`src/rtl/imm_extend_stage.sv`:
```
// Pipelined immediate extender with a 2-entry skid buffer.
// Holds already-extended values plus a sideband tag; InReady is registered.
module imm_extend_stage #(
  parameter int IN_W  = 16,
  parameter int OUT_W = 32,
  parameter int TAG_W = 5
) (
  input  logic             CLK,
  input  logic             Reset,
  input  logic             Flush,
  input  logic             InValid,
  output logic             InReady,
  input  logic [IN_W-1:0]  ExtAddr,
  input  logic [1:0]       ExtSel,
  input  logic [TAG_W-1:0] InTag,
  output logic             OutValid,
  input  logic             OutReady,
  output logic [OUT_W-1:0] ExtOut,
  output logic [TAG_W-1:0] OutTag
);

  if (OUT_W < IN_W + 2) begin : gBadWidth
    $error("imm_extend_stage: OUT_W must be at least IN_W+2");
  end

  typedef enum logic [1:0] {
    EMPTY = 2'd0,
    ONE   = 2'd1,
    TWO   = 2'd2
  } state_e;

  state_e state;
  state_e nextState;

  logic [OUT_W-1:0] zeroExt;
  logic [OUT_W-1:0] signExt;
  logic [OUT_W-1:0] upperExt;
  logic [OUT_W-1:0] branchExt;
  logic [OUT_W-1:0] extVal;

  logic [OUT_W-1:0] mainVal;
  logic [TAG_W-1:0] mainTag;
  logic [OUT_W-1:0] skidVal;
  logic [TAG_W-1:0] skidTag;

  logic inReadyQ;
  logic accept;
  logic pop;
  logic loadMain;
  logic loadSkid;
  logic moveSkid;

  assign zeroExt   = {{(OUT_W-IN_W){1'b0}}, ExtAddr};
  assign signExt   = {{(OUT_W-IN_W){ExtAddr[IN_W-1]}}, ExtAddr};
  assign upperExt  = {ExtAddr, {(OUT_W-IN_W){1'b0}}};
  assign branchExt = {signExt[OUT_W-3:0], 2'b00};

  always_comb begin
    extVal = zeroExt;
    unique case (ExtSel)
      2'b00:   extVal = zeroExt;
      2'b01:   extVal = signExt;
      2'b10:   extVal = upperExt;
      2'b11:   extVal = branchExt;
      default: extVal = zeroExt;
    endcase
  end

  assign InReady  = inReadyQ;
  assign OutValid = (state != EMPTY);
  assign ExtOut   = mainVal;
  assign OutTag   = mainTag;

  assign accept = InValid & inReadyQ;
  assign pop    = OutValid & OutReady;

  always_ff @(posedge CLK) begin
    if (Reset) begin
      state    <= EMPTY;
      inReadyQ <= 1'b1;
    end else begin
      state    <= nextState;
      inReadyQ <= (nextState != TWO);
    end
  end

  always_comb begin
    nextState = state;
    if (Flush) begin
      nextState = EMPTY;
    end else begin
      unique case (state)
        EMPTY: begin
          if (accept) nextState = ONE;
        end
        ONE: begin
          if (accept && !pop)
            nextState = TWO;
          else if (!accept && pop)
            nextState = EMPTY;
        end
        TWO: begin
          if (pop) nextState = ONE;
        end
        default: nextState = EMPTY;
      endcase
    end
  end

  // A flushed cycle never loads; any same-cycle accept is dropped.
  always_comb begin
    loadMain = 1'b0;
    loadSkid = 1'b0;
    moveSkid = 1'b0;
    if (!Flush) begin
      unique case (state)
        EMPTY: loadMain = accept;
        ONE: begin
          loadMain = accept & pop;
          loadSkid = accept & ~pop;
        end
        TWO:     moveSkid = pop;
        default: ;
      endcase
    end
  end

  always_ff @(posedge CLK) begin
    if (Reset) begin
      mainVal <= '0;
      mainTag <= '0;
      skidVal <= '0;
      skidTag <= '0;
    end else begin
      if (loadMain) begin
        mainVal <= extVal;
        mainTag <= InTag;
      end else if (moveSkid) begin
        mainVal <= skidVal;
        mainTag <= skidTag;
      end
      if (loadSkid) begin
        skidVal <= extVal;
        skidTag <= InTag;
      end
    end
  end

endmodule

```
`config.mk`:
```
export PLATFORM = sky130hd
export DESIGN_NAME = imm_extend_stage
export DESIGN_NICKNAME = d
export VERILOG_FILES = /design/src/rtl/imm_extend_stage.sv
export SDC_FILE = /design/constraint.sdc
export NUM_CORES = 1
export LEC_CHECK = 0
export CORE_ASPECT_RATIO = 1.4
export CORE_MARGIN = 5
export CORE_UTILIZATION = 51
export DETAILED_ROUTE_END_ITERATION = 6
export PLACE_DENSITY = 0.79
export SYNTH_ARGS = -nofsm -noshare
export SYNTH_HDL_FRONTEND = slang
export SYNTH_SLANG_ARGS = --single-unit
```
`constraint.sdc`:
```
create_clock -name CLK -period 2.15 [get_ports CLK]
set_clock_uncertainty 0.2 [all_clocks]
set_input_delay 0.215 -clock CLK [delete_from_list [all_inputs] [get_ports CLK]]
set_output_delay 0.215 -clock CLK [all_outputs]
set_load 0.05 [all_outputs]
```
; After elaboration in Yosys (flattened, before gate mapping)
; Index checks and enable logic that the tools add are counted.
[word_totals]
memories = 0
ff_bits = 77
elab_cells = 42
inputBits = 28
out_inout_bits = 39
rom_bits = 0
latchBits = 0
ramBits = 0
[op_classes]
eq_ne = 6
n_lt_le_gt_ge = 0
div = 0
muxes = 17
reduce_logical = 8
bitwise_logic = 5
multipliers = 0
shifts = 0
add_sub_neg = 0
[op_table]
columns = cell, count
row1 = $pmux 32 s4, 1
row2 = $mux 32, 2
row3 = $mux 2, 5
row4 = $mux 5, 2
row5 = $eq 2x2->1 const B, 3
row6 = $pmux 2 s3, 1
row7 = $mux 1, 5
row8 = $and 1x1->1, 4
row9 = $eq 2x1->1 const B, 2
row10 = $logic_not 2->1, 2
row11 = $reduce_bool 2->1, 2
row12 = $logic_and 1x1->1, 2
row13 = $logic_not 1->1, 2
row14 = $ne 2x2->1 const B, 1
row15 = $pmux 1 s2, 1
row16 = $not 1->1, 1

; Depth between registers and ports, before layout
[depth]
word_depth = 8
depth_mapped = 6

; Worst setup path before layout
; No wires, ideal clock.
[synth_timing]
path_type = register to register
from = reg inReadyQ (netlist: InReady)
to = reg skidVal[21]
t_arrival_ns = 1.549
path_stages_with_launch = 7
n_path_buf = 2
setup_slack_ns = 0.320
setup_time_ns = 0.081
path_cell_list = dfxtp_1 and4bb_4 and2_1 buf_6 buf_6 nor2_1 a211oi_2
[synth_via]
elab_chain_cells = 4
[synth_rtl]
columns = element, line
row1 = "start, declared", 46  ; logic inReadyQ;
row2 = "start signal, assigned", 83  ; inReadyQ <= (nextState != TWO);
row3 = $and 1x1->1, 74  ; assign accept = InValid & inReadyQ;
row4 = $and 1x1->1, 120  ; loadSkid = accept & ~pop;
row5 = $mux 1, 116  ; unique case (state)
row6 = $mux 1, 115  ; if (!Flush) begin
row7 = "end signal, assigned", 143  ; skidVal <= extVal;
row8 = "end, declared", 43  ; logic [OUT_W-1:0] skidVal;
; No other way between the ends.
; A chain may end at the register's enable or synchronous reset.

; Worst setup path in the final report
[layout_timing]
from = reg mainVal[6] (netlist: ExtOut[6])
to = out ExtOut[6]
[layout_lines]
columns = element, line
row1 = "start, declared", 41  ; logic [OUT_W-1:0] mainVal;
row2 = "start signal, assigned", 136  ; mainVal <= extVal;
row3 = "start signal, assigned", 139  ; mainVal <= skidVal;
row4 = "end, declared", 18  ; output logic [OUT_W-1:0] ExtOut,
; No word-level cell between the ends.

==> key figures <==
Global route
  – Vias in the first global route: 2782
  – Largest net degree at the start of global routing: 75
  – Total congestion overflow: 0
  – Antenna violations before repair: 0
  – First-pass GRT wire length: 13660 um
  – Total track usage: 0.2053

Finish
  – P&R area growth vs syn: 29.44%
  – Final #Nets: between 400 and 500
  – Fillers: 516
  – Design area: 4247 sq um
  – FF/Latch Area: 1541 sq um
  – N_diodes: 0
  – Multi-input gate area: 1546 sq um
  – Final Util: 0.6791
  – Layout cell share with drive strength beyond 1: 0.1241

Place
  – Port bufs: 66
  – Placed cell area: 4020 sq um
  – Global placement routability congestion: 0.8278
  – HPWL after detailed placement: between 5000 and 6000 um

Worst setup path
  – CP Launch Type: flop
  – CP Cell Sequence: clkdlybuf4s50_1
  – Arrival @ worst endpoint: 1.56 ns
  – CP max stage delay: 0.83 ns
  – Crit. End Element: output pin
  – CP top delay family: buffers and inverters
  – Setup CP Type: flop to output pin
  – Critical Path RT: around 1.7 ns
  – Slowest CP cell: clkdlybuf4s50_1
  – Crit Path Max Fanout: 2
  – Worst path bufs/invs: 1

Yosys
  – Main synth FF type: dfxtp_1
  – Largest family of logic cells by synthesized area: compound AO/OA/AOI/OAI gates
  – Synth Area in Simple Gates: 0.1495
  – Synth Area in Compound Gates: 0.3002
  – EDFF count, synth: 0
  – Multiplexer share of the synthesized area: 0.01869
  – Synth cell count leaders: dfxtp_1, nand2_1, a21oi_1, nor2_1, a22oi_1
  – Dominant cell type by area after synthesis: dfxtp_1
  – Synth Area in XOR/XNOR: 0.002670
  – Synthesis Warnings: 0
  – Post-Syn Instances: 368
  – Mean Syn Cell Area: 8.915 sq um
  – Leading cell type by number of instances after synthesis: dfxtp_1
  – Synth top area cells: dfxtp_1, a21oi_1, nand2_1
  – Ys async rst share: 0
  – Seq/Total Area, Yosys: 0.4699
  – Adder-cell share of the synthesized area: 0
  – Netlist Area Pre-Place: about 3300 sq um
  – FF+latch count, synth: between 70 and 80
  – Mapped Nets: 396
  – Post-synth cell types: 32
  – Share of the synthesized area in the top cell type: 0.4699

Die
  – Io pins: 67
  – Die area: 8160 sq um
  – Overall die width: a little under 80 um
  – Core area: 6254 sq um
  – Height of the chip: 104.9 um
  – Starting density of the core: 0.5246
  – Site Rows: 34

STA
  – Slew at the pin closest to its max-slew limit: 0.5630 ns
  – Fmax: 505.6 MHz
  – TNS Setup: 0 ns
  – Endpoints failing setup: 0
  – Final period util: 0.9200
  – Fin. Hold Viols: 0
  – Slew Limit Fails: 0
  – Final min period: between 1.5 and 2 ns
  – Slew margin rel.: 0.6247
  – RSZ-0062 raised after global routing: no

Detailed routing
  – Drt drc: 0
  – Total wire length: just over 8000 um
  – Antenna viol nets, final: 0
  – Wire per inst: 16.14 um
  – Via count: 2884
  – DR pass1 iterations: 4
  – DRT iter0 DRCs: 239
  – Via-to-Cell Ratio: 5.688

Clock tree
  – Clock sinks: 77
  – Clock Latency Late Sink: 0.35 ns
  – Setup bufs post-CTS: 0
  – H-tree depth: 3
  – CTS tree: done
  – Clock Path Buffers: 2
  – Num CTS Buffers: 9
  – Clk pin slew, worst setup/hold paths: roughly 0.080 ns
  – Root buf cell: clkbuf_8

Hold path
  – Hold Crit Class: primary input to flop

Flow run
  – Max-Cap Viols: 0

Power
  – Pwr Density: between 700 and 800 nW/um^2
  – Overall power: 3.157 mW
  – Leak: ~1.4 nW
  – Peak supply drop: 0.6162 mV

Status
  – Status: complete, no violations
==> cell usage in the layout, fill, tap and decap left out, types with 3 or more instances in the layout <==
master,instances
nor2_1,23
buf_4,11
clkinv_2,3
a21oi_1,64
nor2b_1,4
clkbuf_8,9
nand2_1,68
clkdlybuf4s50_1,64
nor3_1,6
a22o_1,10
buf_12,5
mux2i_1,5
a2bb2oi_1,16
a211oi_2,13
a22oi_1,18
dfxtp_1,77
a211oi_1,7
a221oi_1,8
==> sequential cells by signal (all words and copies together), names as in the netlist <==
signal   cells
skidVal     32
OutTag       5
InReady      1
state        2
ExtOut      32
skidTag      5
==> cell type report <==
cell class | count | share of cell area
multi-input cells | 258 | 0.3642
repair buffers | 83 | 0.2004
clock buffers | 9 | 0.02917
inverters | 1 | 0.0008839
flip-flops and latches | 77 | 0.3630
clock inverters | 7 | 0.02121
well taps | 72 | 0.02121
==> report_power, final <==
| part | leakage, nW | internal [mW] | switching, mW |
|---|---|---|---|
| Sequential | 0.624 | 1.46 | 0.0219 |
| Clock | 0.105 | 0.647 | 0.536 |
| Combinational | 0.705 | 0.197 | 0.291 |
==> repair_timing <==
action	in CTS	in global routing
resized for setup	0	1
setup endpoints to repair	0	1
hold buffers	1	0
endpoints found under the hold margin	3	0
==> through the flow <==
| stage | instances | hold WS [ns] | setup slack, ns |
|---|---|---|---|
| finish | 507 | 0.2360 | 0.1720 |
| global route | 507 | 0.2429 | 0.1605 |
| CTS | 507 | 0.2199 | 0.008238 |
| detailed placement | 490 | 0.2471 | 0.07686 |
| global placement | 490 | 0.2418 | 0.1020 |
| floorplan | 368 | 0.09307 | 0.3196 |
==> cells by family (layout without fill, tap and decap cells) <==
kind of cell,count (synthesis),after routing
compound gates,138,138
xor+xnor,1,1
mux,6,6
simple gates,113,113
flops,77,77
buf+inv,33,100
==> path summary, 6_finish.rpt <==
path	from	end	slack [ns]	cells after the start
hold reg to reg	OutTag[3]	OutTag[3]	0.25	2
setup reg to reg	state[1]	skidVal[30]	0.41	5
hold / removal	InTag[2]	skidTag[2]	0.24	3
setup / recovery	ExtOut[6]	ExtOut[6]	0.17	1
==> layer usage <==
layer | GRT usage | up-vias | wire length [um]
met5 | 0 | - | 0
met4 | 0.09951 | 0 | 198
met3 | 0.03442 | 17 | 448
met2 | 0.3441 | 88 | 4277
met1 | 0.2515 | 1339 | 3258
li1 | - | 1440 | -
Note: power is estimated with default switching activity, not from simulation.
